File: src/rtl/om_alloc_recorder_if.sv
// Commit-stream and interval-write signals shared by the allocation recorder and its environment.
interface om_alloc_recorder_if;
   logic        commit_valid;
   logic [31:0] commit_pc;
   logic [31:0] commit_target;
   logic        commit_is_call;
   logic        commit_is_ret;
   logic        commit_is_compressed;
   logic [31:0] a0;
   logic        en_write;
   logic [31:0] addr_first;
   logic [31:0] addr_last;

   // Environment side: drives commits, observes interval writes.
   modport master (
      output commit_valid, commit_pc, commit_target, commit_is_call,
             commit_is_ret, commit_is_compressed, a0,
      input  en_write, addr_first, addr_last
   );

   // Recorder side: consumes commits, produces interval writes.
   modport slave (
      input  commit_valid, commit_pc, commit_target, commit_is_call,
             commit_is_ret, commit_is_compressed, a0,
      output en_write, addr_first, addr_last
   );
endinterface

File: src/rtl/om_alloc_recorder.sv
// Allocation recorder: tracks a malloc call through to its matching return and
// writes the resulting {first, last} interval into the object-map buffer.
//
// state     | meaning
// ----------+------------------------------------------------------------
// IDLE      | waiting for a committed call to MALLOC_ADDR
// IN_MALLOC | inside the allocator; counting nested calls and the timeout
// EMIT      | one cycle after the matching return; write strobe (if any) is up
module om_alloc_recorder #(
   parameter logic [31:0] MALLOC_ADDR = 32'h0000_1000,
   parameter int          TIMEOUT     = 4096,
   parameter int          DEPTH_W     = 4
) (
   input  logic                clk_i,
   input  logic                rst_i,
   input  logic                flush_i,
   om_alloc_recorder_if.slave  bus,
   output logic                busy_o,
   output logic [7:0]          drop_cnt_o
);
   localparam int TMR_W = (TIMEOUT > 1) ? $clog2(TIMEOUT) : 1;
   localparam logic [TMR_W-1:0] TMR_LAST = TMR_W'(TIMEOUT - 1);

   typedef enum logic [1:0] {IDLE, IN_MALLOC, EMIT} state_t;

   state_t             state_q, state_d;
   logic [31:0]        size_q, size_d;
   logic [31:0]        ret_addr_q, ret_addr_d;
   logic [DEPTH_W-1:0] depth_q, depth_d;
   logic [TMR_W-1:0]   timer_q, timer_d;
   logic               en_write_q, en_write_d;
   logic [31:0]        addr_first_q, addr_first_d;
   logic [31:0]        addr_last_q, addr_last_d;
   logic [7:0]         drop_q, drop_d;

   logic               trigger;
   logic [32:0]        last_sum;

   assign trigger  = bus.commit_valid && bus.commit_is_call &&
                     (bus.commit_target == MALLOC_ADDR);
   // Inclusive end; only meaningful when size is non-zero, carry means clamp.
   assign last_sum = {1'b0, bus.a0} + {1'b0, size_q} - 33'd1;

   // Next-state and latch decisions; flush overrides everything at the end.
   always_comb begin
      state_d      = state_q;
      size_d       = size_q;
      ret_addr_d   = ret_addr_q;
      depth_d      = depth_q;
      timer_d      = timer_q;
      en_write_d   = 1'b0;
      addr_first_d = addr_first_q;
      addr_last_d  = addr_last_q;
      drop_d       = drop_q;

      case (state_q)
         IDLE, EMIT: begin
            state_d = IDLE;
            if (trigger) begin
               size_d     = bus.a0;
               ret_addr_d = bus.commit_pc + (bus.commit_is_compressed ? 32'd2 : 32'd4);
               depth_d    = '0;
               timer_d    = '0;
               state_d    = IN_MALLOC;
            end
         end
         IN_MALLOC: begin
            timer_d = timer_q + 1'b1;
            if (timer_q == TMR_LAST) begin
               state_d = IDLE;
               timer_d = '0;
               depth_d = '0;
               if (drop_q != 8'hFF) drop_d = drop_q + 8'd1;
            end else if (bus.commit_valid && bus.commit_is_call) begin
               if (&depth_q) begin
                  // Nesting deeper than the counter can follow: treat as lost.
                  state_d = IDLE;
                  timer_d = '0;
                  depth_d = '0;
                  if (drop_q != 8'hFF) drop_d = drop_q + 8'd1;
               end else begin
                  depth_d = depth_q + 1'b1;
               end
            end else if (bus.commit_valid && bus.commit_is_ret) begin
               if (depth_q != '0) begin
                  depth_d = depth_q - 1'b1;
               end else if (bus.commit_target == ret_addr_q) begin
                  state_d = EMIT;
                  timer_d = '0;
                  // Write is registered here so the strobe sits in the EMIT cycle.
                  if (bus.a0 != 32'd0 && size_q != 32'd0) begin
                     en_write_d   = 1'b1;
                     addr_first_d = bus.a0;
                     addr_last_d  = last_sum[32] ? 32'hFFFF_FFFF : last_sum[31:0];
                  end
               end else begin
                  // Returned somewhere else (longjmp, corrupted stack): give up quietly.
                  state_d = IDLE;
                  timer_d = '0;
               end
            end
         end
         default: state_d = IDLE;
      endcase

      if (flush_i) begin
         state_d      = IDLE;
         depth_d      = '0;
         timer_d      = '0;
         en_write_d   = 1'b0;
         addr_first_d = addr_first_q;
         addr_last_d  = addr_last_q;
         drop_d       = drop_q;
      end
   end

   // State and output registers.
   always_ff @(posedge clk_i or posedge rst_i) begin
      if (rst_i) begin
         state_q      <= IDLE;
         size_q       <= '0;
         ret_addr_q   <= '0;
         depth_q      <= '0;
         timer_q      <= '0;
         en_write_q   <= 1'b0;
         addr_first_q <= '0;
         addr_last_q  <= '0;
         drop_q       <= '0;
      end else begin
         state_q      <= state_d;
         size_q       <= size_d;
         ret_addr_q   <= ret_addr_d;
         depth_q      <= depth_d;
         timer_q      <= timer_d;
         en_write_q   <= en_write_d;
         addr_first_q <= addr_first_d;
         addr_last_q  <= addr_last_d;
         drop_q       <= drop_d;
      end
   end

   assign bus.en_write   = en_write_q;
   assign bus.addr_first = addr_first_q;
   assign bus.addr_last  = addr_last_q;
   assign busy_o         = (state_q != IDLE);
   assign drop_cnt_o     = drop_q;
endmodule

File: src/flat_wrapper.sv
// flat-port wrapper written by rule: the top's interface ports become plain ports
module om_alloc_recorder_flat 
#(
   parameter logic [31:0] MALLOC_ADDR = 32'h0000_1000,
   parameter int          TIMEOUT     = 4096,
   parameter int          DEPTH_W     = 4
)
  (clk_i, rst_i, flush_i, busy_o, drop_cnt_o, bus_commit_valid, bus_commit_pc, bus_commit_target, bus_commit_is_call, bus_commit_is_ret, bus_commit_is_compressed, bus_a0, bus_en_write, bus_addr_first, bus_addr_last);
  om_alloc_recorder_if bus_i ();
  input  logic clk_i;
  input  logic rst_i;
  input  logic flush_i;
  output logic busy_o;
  output logic [7:0] drop_cnt_o;
  input wire logic [$bits(bus_i.commit_valid)-1:0] bus_commit_valid;
  input wire logic [$bits(bus_i.commit_pc)-1:0] bus_commit_pc;
  input wire logic [$bits(bus_i.commit_target)-1:0] bus_commit_target;
  input wire logic [$bits(bus_i.commit_is_call)-1:0] bus_commit_is_call;
  input wire logic [$bits(bus_i.commit_is_ret)-1:0] bus_commit_is_ret;
  input wire logic [$bits(bus_i.commit_is_compressed)-1:0] bus_commit_is_compressed;
  input wire logic [$bits(bus_i.a0)-1:0] bus_a0;
  output wire logic [$bits(bus_i.en_write)-1:0] bus_en_write;
  output wire logic [$bits(bus_i.addr_first)-1:0] bus_addr_first;
  output wire logic [$bits(bus_i.addr_last)-1:0] bus_addr_last;
  assign bus_i.commit_valid = bus_commit_valid;
  assign bus_i.commit_pc = bus_commit_pc;
  assign bus_i.commit_target = bus_commit_target;
  assign bus_i.commit_is_call = bus_commit_is_call;
  assign bus_i.commit_is_ret = bus_commit_is_ret;
  assign bus_i.commit_is_compressed = bus_commit_is_compressed;
  assign bus_i.a0 = bus_a0;
  assign bus_en_write = bus_i.en_write;
  assign bus_addr_first = bus_i.addr_first;
  assign bus_addr_last = bus_i.addr_last;
  om_alloc_recorder #(.MALLOC_ADDR(MALLOC_ADDR), .TIMEOUT(TIMEOUT), .DEPTH_W(DEPTH_W)) u_core (.clk_i(clk_i), .rst_i(rst_i), .flush_i(flush_i), .bus(bus_i), .busy_o(busy_o), .drop_cnt_o(drop_cnt_o));
endmodule
File: config.mk
export PLATFORM = sky130hd
export DESIGN_NAME = om_alloc_recorder_flat
export DESIGN_NICKNAME = d
export VERILOG_FILES = /design/src/rtl/om_alloc_recorder_if.sv /design/src/rtl/om_alloc_recorder.sv /design/src/flat_wrapper.sv
export SDC_FILE = /design/constraint.sdc
export NUM_CORES = 1
export LEC_CHECK = 0
export ABC_AREA = 0
export CAP_MARGIN = 20
export CORE_ASPECT_RATIO = 0.6
export CORE_MARGIN = 2
export CORE_UTILIZATION = 54
export CTS_CLUSTER_SIZE = 30
export DETAILED_ROUTE_END_ITERATION = 10
export PLACE_DENSITY_LB_ADDON = 0.12
export SLEW_MARGIN = 20
export SYNTH_ARGS = -nofsm -noshare
export SYNTH_HDL_FRONTEND = slang
export SYNTH_SLANG_ARGS = --single-unit
File: constraint.sdc
create_clock -name clk_i -period 8.15 [get_ports clk_i]
set_clock_uncertainty 0.2 [all_clocks]
set_input_delay 2.445 -clock clk_i [delete_from_list [all_inputs] [get_ports clk_i]]
set_output_delay 2.445 -clock clk_i [all_outputs]
set_load 0.01 [all_outputs]
==> summary.txt, run 1 <==
Status
  • Outcome: finished, final reports clean

Worst setup path
  • CP bufs+invs: 3
  • CP arrival: 6.33 ns
  • Required time of the critical path: 8.26 ns
  • Critical path endpoint category: flip-flop
  • Critical path peak fanout: 4
  • Setup CP Type: in -> reg
  • Worst path slowest cell: a211oi_1
  • Slowest stage delay, CP: 0.65 ns
  • FF-to-FF path depth: 13
  • Critical path depth: 14
  • Delay-heaviest family, CP: compound AO/OA/AOI/OAI gates
  • Worst path cell trace: clkdlybuf4s50_1 > inv_1 > ha_1 > inv_1 > ha_1 > fa_1 > a211o_1 > a211oi_1 > o2111ai_1 > a211oi_1 > o221ai_1 > a21oi_1 > xnor2_1 > o22a_1
  • CP Launch Type: primary input

Cells and area
  • Nets: 1,396
  • Multi-input logic area: 5080 µm²
  • Fill count: 1,359
  • Area delta synth->final: 26.6%
  • Register area: 3880 µm²
  • Diode count: 0
  • Layout cells sized above 1: 6.80%

Detailed routing
  • DR vias/cell: 5.66
  • Post-route ant nets: 0
  • First DRT Iteration DRCs: 742
  • Routed Wire Length: 25.6 mm
  • Post-route DRC: 0
  • DR vias: 8,313
  • Drt pass-1 iters: 5
  • Wire per inst: 17.4 µm

Timing
  • RSZ-0062 raised after global routing: false
  • Setup TNS: 0 ns
  • Slew @ Worst Pin: 0.925 ns
  • Final Max Slew Viols: 0
  • Worst slew margin: 38.3%
  • Hold WS: 0.289 ns
  • Final Cycle Share: 76.4%
  • Fin. Hold Viols: 0
  • Min cycle time layout: 6.22 ns
  • Fmax: 0.161 GHz
  • Final setup viols: 0

Die
  • # IOs: 177
  • Starting Density: 55.6%
  • Die ar.: 18,900 µm²
  • CORE AREA: 17,300 µm²
  • Die width: 176 µm
  • Die Ht: 107 µm
  • # rows: 37

Yosys
  • Post-Syn Area: 9630 µm²
  • Sequential share of the synthesized area: 40.3%
  • Number of synthesized register bits: 155
  • YS warnings: 0
  • Avg Inst Size Synth: 9.07 µm²
  • Post-synth top area share: 40.3%
  • Top FF cell, synth: dfrtp_1
  • Syn Nets: 1,235
  • EDFF count, synth: 0
  • Cells after Synth: 1,061
  • Post-synth cell types: 63
  • Synth top area cells: dfrtp_1 (40%), ha_1 (9.0%), xnor2_1 (5.6%)
  • Async SR Flop Fraction: 100%
  • Yosys top cell by area: dfrtp_1

Clock tree
  • Setup Buffers After CTS: 0
  • Clk root buf: clkbuf_16
  • Clk slew on worst S/H paths: 0.06 ns
  • CTS tree: yes
  • Worst-Skew Late Latency: 0.42 ns
  • Post_cts resized: 0
  • Htree depth: 4
  • TritonCTS Buffers: 17
  • Post-CTS Hold Buffers: 0
  • Bufs on Longest Clock Path: 2
  • Sink Count: 155

Min path
  • Hold WC Path Type: reg -> reg
  • Hold Path Cell Cnt: 1

Pwr
  • Worst ir drop on vdd: 146 µV
  • Pwr Density: 149 nW/µm²
  • Total power: 1820 µW
  • Leakage: 0.00554 µW

GRT
  • Largest net degree at the start of global routing: 103
  • GRT Total Usage: 27.8%
  • Vias in the first global route: 7,817
  • First-pass GRT wire length: 41.0 mm
  • GRT overflow: 0
  • Initial antenna violation count: 0

Flow run
  • Max_cap viols: 0

Placed design
  • RD Place Congestion: 0.940
  • Detailed Place HPWL: 19.6 mm
  • Port bufs: 176
==> layer usage <==
metal | up-vias | GRT usage (%) | part of all wire (%)
met4 | 0 | 5.02 | 0.69
li1 | 4000 | - | -
met3 | 18 | 5.40 | 7.3
met2 | 294 | 39.2 | 42
met1 | 4001 | 44.0 | 50
met5 | - | 0 | 0
==> cell families (layout without fill, tap and decap cells) <==
family	count (synthesis)	after routing	synth area share, %
buffers and inverters	178	352	7.08
adders and majority gates	71	71	9.38
xor gates and xnor gates	97	97	8.83
AOI/OAI and AO/OA	231	231	15.3
DFF	155	155	40.3
and+or+nand+nor	292	292	14.8
muxes	37	37	4.28
==> synthesized netlist by cell type, types with 2 or more instances <==
| cell | count |
|---|---|
| nor2b_1 | 3 |
| o22a_1 | 28 |
| clkbuf_1 | 23 |
| dfrtp_1 | 155 |
| nand3b_1 | 2 |
| o21ai_0 | 80 |
| nor3_1 | 13 |
| mux2i_1 | 4 |
| nor2_1 | 46 |
| mux2_2 | 33 |
| nand4_1 | 26 |
| and2_1 | 3 |
| nor3b_1 | 3 |
| buf_1 | 5 |
| or2_2 | 3 |
| a21oi_1 | 44 |
| xnor2_1 | 62 |
| and4_1 | 5 |
| a21o_1 | 18 |
| o21a_1 | 7 |
| xor2_1 | 35 |
| or3_1 | 3 |
| o211ai_1 | 5 |
| and3_1 | 13 |
| ha_1 | 69 |
| a31oi_1 | 14 |
| o21ai_1 | 3 |
| a211oi_1 | 5 |
| o2111ai_1 | 3 |
| inv_1 | 139 |
| buf_2 | 10 |
| nor4_1 | 29 |
| nand2b_1 | 2 |
| o211a_1 | 3 |
| fa_1 | 2 |
| nand2_1 | 113 |
| nand3_1 | 22 |
| a31o_2 | 2 |
| o31ai_1 | 2 |
==> layout make-up <==
type                    count  share of cell area, %
clock inverters            14                   1.46
clock buffers              18                   3.60
repair buffers            181                   14.8
inverters                 139                   4.32
flip-flops and latches    155                   31.8
well taps                 234                   2.40
multi-input cells         728                   41.6
==> cells in the final DEF, fill, tap and decap left out, types with 7 or more instances in the layout <==
master,instances
dfrtp_1,155
nand4_1,26
a21o_1,18
inv_1,138
clkdlybuf4s50_1,176
clkbuf_16,17
o21a_1,7
xnor2_1,62
mux2_2,33
nand3_1,22
a21oi_1,44
xor2_1,35
and3_1,13
nor4_1,28
o22a_1,28
ha_1,69
o21ai_0,79
nand2_1,113
a31oi_1,14
nor3_1,13
nor2_1,46
==> flip-flops by register name, indices dropped and copies added (netlist names) <==
register and count:
u_core.bus.addr_first 32, u_core.bus.addr_last 32, u_core.bus.en_write 1, u_core.depth_q 4
u_core.drop_cnt_o 8, u_core.ret_addr_q 32, u_core.size_q 32, u_core.state_q 2
u_core.timer_q 12
==> worst register-to-register path, stage by stage, from the launching register on <==
cell and delay [ns]:
dfrtp_1 0.34, inv_1 0.06, ha_1 0.27, inv_1 0.04, ha_1 0.23, fa_1 0.44
a211o_1 0.34, a211oi_1 0.65, o2111ai_1 0.24, a211oi_1 0.43, o221ai_1 0.20, a21oi_1 0.21
xnor2_1 0.08, o22a_1 0.15
==> worst paths after layout <==
kind / slack [ns] / to / startpoint
setup / recovery: 1.93 / u_core.bus.addr_last[31] / bus_a0[1]
hold / removal: 0.29 / u_core.drop_cnt_o[4] / u_core.drop_cnt_o[4]
setup reg to reg: 4.15 / u_core.bus.addr_last[31] / u_core.size_q[1]
hold reg to reg: 0.29 / u_core.drop_cnt_o[4] / u_core.drop_cnt_o[4]
max in group asynchronous: 4.11 / u_core.bus.addr_first[20] / rst_i
min in group asynchronous: 2.41 / u_core.drop_cnt_o[1] / rst_i
==> power by group <==
group          leakage (µW)  switching (µW)  internal (µW)
clock network      0.000297             353            474
registers           0.00200      0.00000157            769
logic               0.00325             118            101
==> metrics by stage <==
| step | cells | utilization, % | area (µm²) | worst slack [ns] |
|---|---|---|---|---|
| 2_1_floorplan | 1061 | - | 9630 | 1.33 |
| 3_3_place_gp | 1437 | 66.8 | 11600 | 1.66 |
| 3_5_place_dp | 1437 | 66.8 | 11600 | 1.60 |
| 4_1_cts | 1469 | 70.4 | 12200 | 1.99 |
| 5_1_grt | 1469 | 70.4 | 12200 | 1.67 |
| 6_report | 1469 | 70.4 | 12200 | 1.93 |
Note: power is estimated with default switching activity, not from simulation.
==> inputs of run 2 (changes only) <==
--- a/config.mk
+++ b/config.mk
@@ -9,7 +9,7 @@
 export CAP_MARGIN = 20
 export CORE_ASPECT_RATIO = 0.6
 export CORE_MARGIN = 2
-export CORE_UTILIZATION = 54
+export CORE_UTILIZATION = 48
 export CTS_CLUSTER_SIZE = 30
 export DETAILED_ROUTE_END_ITERATION = 10
 export PLACE_DENSITY_LB_ADDON = 0.12
==> constraint.sdc (replaced) <==
create_clock -name clk_i -period 5.4 [get_ports clk_i]
set_clock_uncertainty 0.2 [all_clocks]
set_input_delay 1.62 -clock clk_i [delete_from_list [all_inputs] [get_ports clk_i]]
set_output_delay 1.62 -clock clk_i [all_outputs]
set_load 0.01 [all_outputs]
==> run 2 against run 1 <==
Compared with the run above: first-iteration DRC count is 13% lower; sequential power is 51% higher; critical path depth stayed put; final cell count is 5.0% higher; global-route usage is 2.4 points lower; routed wire length is 2.3% higher; core utilization is 7.3 points lower; non-clock buffer count is 34 higher; largest cell class unchanged; total power is 53% higher; highest routed layer unchanged; combinational power is 60% higher; clock power is 54% higher; setup slack worse by 1.5 ns.
==> summary.txt, run 2 (same netlist as run 1, synthesis figures left out) <==
Pwr
  • Switching power: 715 µW (+52%)
  • Seq pwr share: 41.8% (-0.6 points)
  • Comb pwr share: 12.6% (+0.5 points)
  • Worst ir drop on vdd: 190 µV (+30%)
  • Pint: 2060 µW (+54%)
  • Leakage: 0.00572 µW (+3.1%)
  • Clock power frac: 45.6% (about the same)
  • Pwr Density: 222 nW/µm² (+49%)
  • Total power: 2780 µW (+53%)
  • Sw frac: 25.7% (-0.24 points)

Placed design
  • Detailed Place HPWL: 20.3 mm (+3.7%)
  • Pre-CTS setup slack: 0.0564 ns (-1.54 ns)
  • Inst Count DP: 1,510 (+5.1%)
  • RD Place Congestion: 0.918 (-2.4%)
  • Port bufs: 176 (unchanged)
  • Placed cell area: 11,900 µm² (+2.8%)

Cells and area
  • Area delta synth->final: 30.0%
  • Most common cell after layout, fill and taps aside: clkdlybuf4s50_1
  • Most frequent cells in the layout: clkdlybuf4s50_1 (176), dfrtp_1 (155), inv_1 (138), nand2_1 (113), o21ai_0 (79)
  • Diode count: 0 (unchanged)
  • Register area: 3880 µm² (unchanged)
  • Layout cells sized above 1: 9.30% (+2.5 points)
  • Nets: 1,430 (+2.4%)
  • Multi-input logic area: 5080 µm² (unchanged)
  • Fill count: 1,698 (+25%)
  • Final non-filler cell area: 12,500 µm² (+2.7%)
  • Post-route insts no fill: 1,542 (+5.0%)

Timing
  • Worst slew margin: 36.6% (-1.7 points)
  • Slew @ Worst Pin: 0.950 ns (+0.0254 ns)
  • Setup TNS: 0 ns (unchanged)
  • Fmax: 0.201 GHz
  • RSZ-0062 raised after global routing: false
  • Post-route setup slack: 0.426 ns (-1.50 ns)
  • Final setup viols: 0 (unchanged)
  • Final Cycle Share: 92.1%
  • Min cycle time layout: 4.97 ns
  • Final Max Slew Viols: 0 (unchanged)
  • Fin. Hold Viols: 0 (unchanged)

Detailed routing
  • Post-route DRC: 0 (unchanged)
  • First DRT Iteration DRCs: 643 (-13%)
  • Routed Wire Length: 26.2 mm (+2.3%)
  • Drt pass-1 iters: 5 (unchanged)
  • DR vias: 8,259 (-0.65%)
  • DR vias/cell: 5.36 (-5.4%)
  • Post-route ant nets: 0 (unchanged)
  • Wire per inst: 17.0 µm (-2.6%)

Worst setup path
  • Slowest stage delay, CP: 0.48 ns (-0.17 ns)
  • Worst path slowest cell: clkdlybuf4s50_1
  • Critical path peak fanout: 9 (+5)
  • Setup CP Type: in -> reg
  • Worst path cell trace: clkdlybuf4s50_1 > inv_1 > ha_1 > inv_1 > ha_1 > a211oi_1 > o21ai_1 > o221a_2 > o311a_1 > o21ai_1 > nor3b_1 > o21ai_2 > buf_4 > o22a_1
  • Required time of the critical path: 5.52 ns (-2.74 ns)
  • CP Launch Type: primary input
  • CP arrival: 5.09 ns (-1.24 ns)
  • Critical path endpoint category: flip-flop

Clock tree
  • Setup Buffers After CTS: 0 (unchanged)
  • TritonCTS Buffers: 17 (unchanged)
  • CTS tree: yes
  • Htree depth: 4 (unchanged)
  • Post_cts resized: 0 (unchanged)
  • Bufs on Longest Clock Path: 2 (unchanged)
  • Post-CTS Hold Buffers: 0 (unchanged)
  • Clk slew on worst S/H paths: 0.07 ns (about the same)
  • Sink Count: 155 (unchanged)
  • Clk root buf: clkbuf_16
  • Worst-Skew Late Latency: 0.43 ns (about the same)

GRT
  • First-pass GRT wire length: 42.3 mm (+3.1%)
  • Largest net degree at the start of global routing: 95 (-7.8%)
  • Vias in the first global route: 7,840 (+0.29%)
  • GRT overflow: 0 (unchanged)
  • Initial antenna violation count: 0 (unchanged)
  • GRT Total Usage: 25.4% (-2.4 points)

Flow run
  • Max_cap viols: 0 (unchanged)

Die
  • Starting Density: 48.6% (-7.0 points)
  • CORE AREA: 19,800 µm² (+14%)
  • Die width: 187 µm (+5.9%)
  • # rows: 40 (+8.1%)
  • # IOs: 177 (unchanged)
  • Die Ht: 114 µm (+5.8%)
  • Die ar.: 21,200 µm² (+12%)

Status
  • Outcome: finished, final reports clean

Min path
  • Hold WC Path Type: reg -> reg
==> run 2: cell types whose count changed in the layout (fill, tap and decap cells not counted) <==
cell,before,now
clkbuf_8,1,0
clkinv_4,1,2
clkinv_8,1,0
clkinv_2,0,3
buf_4,5,37
buf_12,0,2
bufinv_16,2,3
inv_8,3,2
inv_6,6,4
==> run 2: final cells by class <==
cell class | instances | area share, %
Inverter | 139 | 4.20
Multi-Input combinational cell | 728 | 40.6
Clock buffer | 17 | 3.40
Clock inverter | 15 | 1.50
Sequential cell | 155 | 31.0
Timing Repair Buffer | 215 | 16.6
Tap cell | 273 | 2.73
==> run 2: per-layer routing <==
metal / track usage, % / share of wire (%) / vias to the layer above / wire length, µm
met4: 6.30 / 1.2 / 0 / 316
li1: - / - / 4061 / -
met3: 5.38 / 5.5 / 28 / 1440
met2: 34.0 / 40 / 231 / 10400
met1: 40.8 / 54 / 3939 / 14000
met5: 0 / 0 / - / 0
==> run 2: critical path, delay by kind of cell <==
| family | cells | cell delay [ns] |
|---|---|---|
| simple gates | 1 | 0.33 |
| buf+inv | 4 | 0.82 |
| fa+ha+maj | 2 | 0.57 |
| compound gates | 7 | 1.75 |
==> run 2: path summary, 6_finish.rpt <==
| kind | start | to | slack (ns) | cells past startpoint |
|---|---|---|---|---|
| worst max-delay path | bus_a0[2] | u_core.bus.addr_last[1] | 0.43 | 14 |
| worst min register to register | u_core.ret_addr_q[1] | u_core.ret_addr_q[1] | 0.30 | 2 |
| worst min-delay path | u_core.ret_addr_q[1] | u_core.ret_addr_q[1] | 0.30 | 2 |
| min in group asynchronous | rst_i | u_core.depth_q[3] | 1.35 | 2 |
| worst max register to register | u_core.size_q[2] | u_core.bus.addr_last[1] | 1.71 | 13 |
| max in group asynchronous | rst_i | u_core.bus.addr_last[19] | 2.76 | 3 |
==> run 2: stage by stage <==
stage          hold slack [ns]  utilization (%)
2_1_floorplan            0.259                -
3_3_place_gp             0.280             60.1
3_5_place_dp             0.291             60.1
4_1_cts                  0.301             63.1
5_1_grt                  0.317             63.1
6_report                 0.300             63.1
==> run 2: power by group through the flow <==
stage / combinational (µW) / clock [µW] / sequential [µW]
2_1_floorplan: 175 / 0 / 1180
5_1_grt: 385 / 1350 / 1160
3_5_place_dp: 345 / 0 / 1180
6_report: 350 / 1270 / 1160
4_1_cts: 349 / 1290 / 1160
3_3_place_gp: 346 / 0 / 1180
==> RTL change (flow settings as in run 2) <==
Register the output `drop_cnt_o` once more, cleared by the reset; this adds one clock of latency there. The other outputs are not delayed to match.
--- a/src/rtl/om_alloc_recorder.sv
+++ b/src/rtl/om_alloc_recorder.sv
@@ -143,6 +143,12 @@
    assign bus.addr_first = addr_first_q;
    assign bus.addr_last  = addr_last_q;
    assign busy_o         = (state_q != IDLE);
-   assign drop_cnt_o     = drop_q;
+   always_ff @(posedge clk_i or posedge rst_i) begin
+      if (rst_i) begin
+         drop_cnt_o <= '0;
+      end else begin
+         drop_cnt_o <= drop_q;
+      end
+   end
 endmodule
 
Formal check against the unedited RTL: same outputs for any inputs over 4 cycles, from zero or initial values and one cycle with rst_i high; that may be too few to reach the edited logic, so the function may still have changed.
==> RTL change against run 2 <==
Power grew 0.66%. Final cell count decreased by 0.97%. Wire length shrank 2.1%. Worst setup slack got worse by 47 ps. Sequential cell count increased by 8. Synthesized area decreased by 0.64%. Core utilization up 0.60 points. Largest cell class unchanged. Sequential share of layout area increased by 2.2 points. Cell area down 1.8%.
==> RTL change: results (changes against run 2) <==
grt_pass1_wl_um: 41100  # -3.0%
clkTransAtPathRegs_ps: 60
layout.nets: 1424  # -0.42%
crit_arrival_ps: 5140  # +50 ps
max_slew.worst_pin.slew_ps: 987  # +37.5 ps
netlist_instances: 1069  # +0.75%
track_usage_pct: 25.4  # about the same
met3WireLength_um: 1960  # +36%
place_congestion: 0.931  # +1.4%
drt_iter0_markers: 659  # +2.5%
drive_gt1_share_pct: 6.66  # -2.6 points
dp_hpwl_um: 19400  # -4.3%
fillerInstances: 1656  # -2.5%
vias: 8124  # -1.6%
cts_buffers: 17  # unchanged
synthTopCellsByArea: "dfrtp_1 43%, ha_1 9.0%, xnor2_1 6.0%"
wl_per_cell_um: 16.8  # -1.1%
hold_start: "u_core.drop_q[1]$_DFFE_PP0P_"
r2r-start: "u_core.size_q[1]$_DFFE_PP0P_"
outcome: "finished clean"
antenna_found_initial: 0  # unchanged
vias_per_cell: 5.32  # -0.67%
p_leak_nw: 5.56  # -2.7%
dp_cells: 1497  # -0.86%
wl_met2_um: 9800  # -5.7%
synth_commonest_cells: "163 x dfrtp_1, 142 x inv_1, 103 x nand2_1, 88 x nor2_1, 88 x o21ai_0"
yosysSeqAreaShare_pct: 42.6  # +2.4 points
synth_nets: 1243  # +0.65%
m1WireLength_um: 13700  # -2.6%
grt_start_max_net_pins: 164  # +73%
ir_drop_mv: 0.215  # +13%
ys_types: 60  # -4.8%
first_global_vias: 7710  # -1.7%
cp-startpoint: "bus_a0[1]"
critPathMaxFanout: 4  # -5
## RTL change: cell type report
| class | count | area, um2 | share of cell area, % |
|---|---|---|---|
| flip-flops and latches | 163 | 4080 | 33.2 |
| inverters | 143 | 541 | 4.40 |
| multi-input cells | 734 | 4820 | 39.3 |
| clock buffers | 21 | 470 | 3.83 |
| well taps | 266 | 333 | 2.71 |
| clock inverters | 9 | 129 | 1.05 |
| repair buffers | 191 | 1910 | 15.6 |
## RTL change: path summary, 6_finish.rpt
| check | cells past startpoint | slack (ps) | to |
|---|---|---|---|
| min in group asynchronous | 3 | 1630 | u_core.bus.addr_first[1]$_DFFE_PP0P_ |
| max in group asynchronous | 3 | 2770 | u_core.size_q[18]$_DFFE_PP0P_ |
| worst min register to register | 0 | 230 | u_core.drop_cnt_o[1]$_DFF_PP0_ |
| worst max-delay path | 14 | 380 | u_core.bus.addr_last[21]$_DFFE_PP0P_ |
| worst max register to register | 13 | 1630 | u_core.bus.addr_last[21]$_DFFE_PP0P_ |
| worst min-delay path | 0 | 230 | u_core.drop_cnt_o[1]$_DFF_PP0_ |
## RTL change: metrics by stage
| stage | TNS (ps) | total power (W) | cell area, um2 | hold slack [ps] |
|---|---|---|---|---|
| floorplan | 0 | 0.00141 | 9570 | 187 |
| global placement | 0 | 0.00156 | 11700 | 208 |
| detailed placement | -11.8 | 0.00156 | 11700 | 213 |
| CTS | 0 | 0.00282 | 12300 | 228 |
| global route | 0 | 0.00291 | 12300 | 237 |
| finish | 0 | 0.00280 | 12300 | 227 |
## RTL change: routing by layer
metal  global-route usage, %  vias up
li1                        -     3979
met1                    42.4     3846
met2                    31.9      282
met3                    6.02       17
met4                    5.56        0
met5                       0        -
## RTL change: where the power goes
part | switching, W | total, W | internal (W) | leakage (nW)
Combinational | 0.000174 | 0.000322 | 0.000148 | 3.16
Clock | 0.000496 | 0.00125 | 0.000758 | 0.291
Sequential | 0.00000000000291 | 0.00122 | 0.00122 | 2.11
## RTL change: kinds of logic (layout without fill, tap and decap cells)
family / count (synthesis) / count (layout) / synth area share, %
xor+xnor: 99 / 99 / 9.06
flops: 163 / 163 / 42.6
fa+ha+maj: 71 / 71 / 9.44
buf+inv: 172 / 364 / 7.12
compound gates: 238 / 238 / 15.4
mux: 5 / 5 / 0.576
simple gates: 321 / 321 / 15.8
## RTL change: worst max-delay path, cell delays in order
cell and delay, ps:
clkdlybuf4s50_1 520, inv_1 80, ha_1 280, inv_1 40, ha_1 230, fa_1 410
a21o_1 220, a221oi_2 290, a21boi_1 190, a221o_1 480, a31o_2 300, a31oi_1 190
xor2_1 210, a21oi_2 70
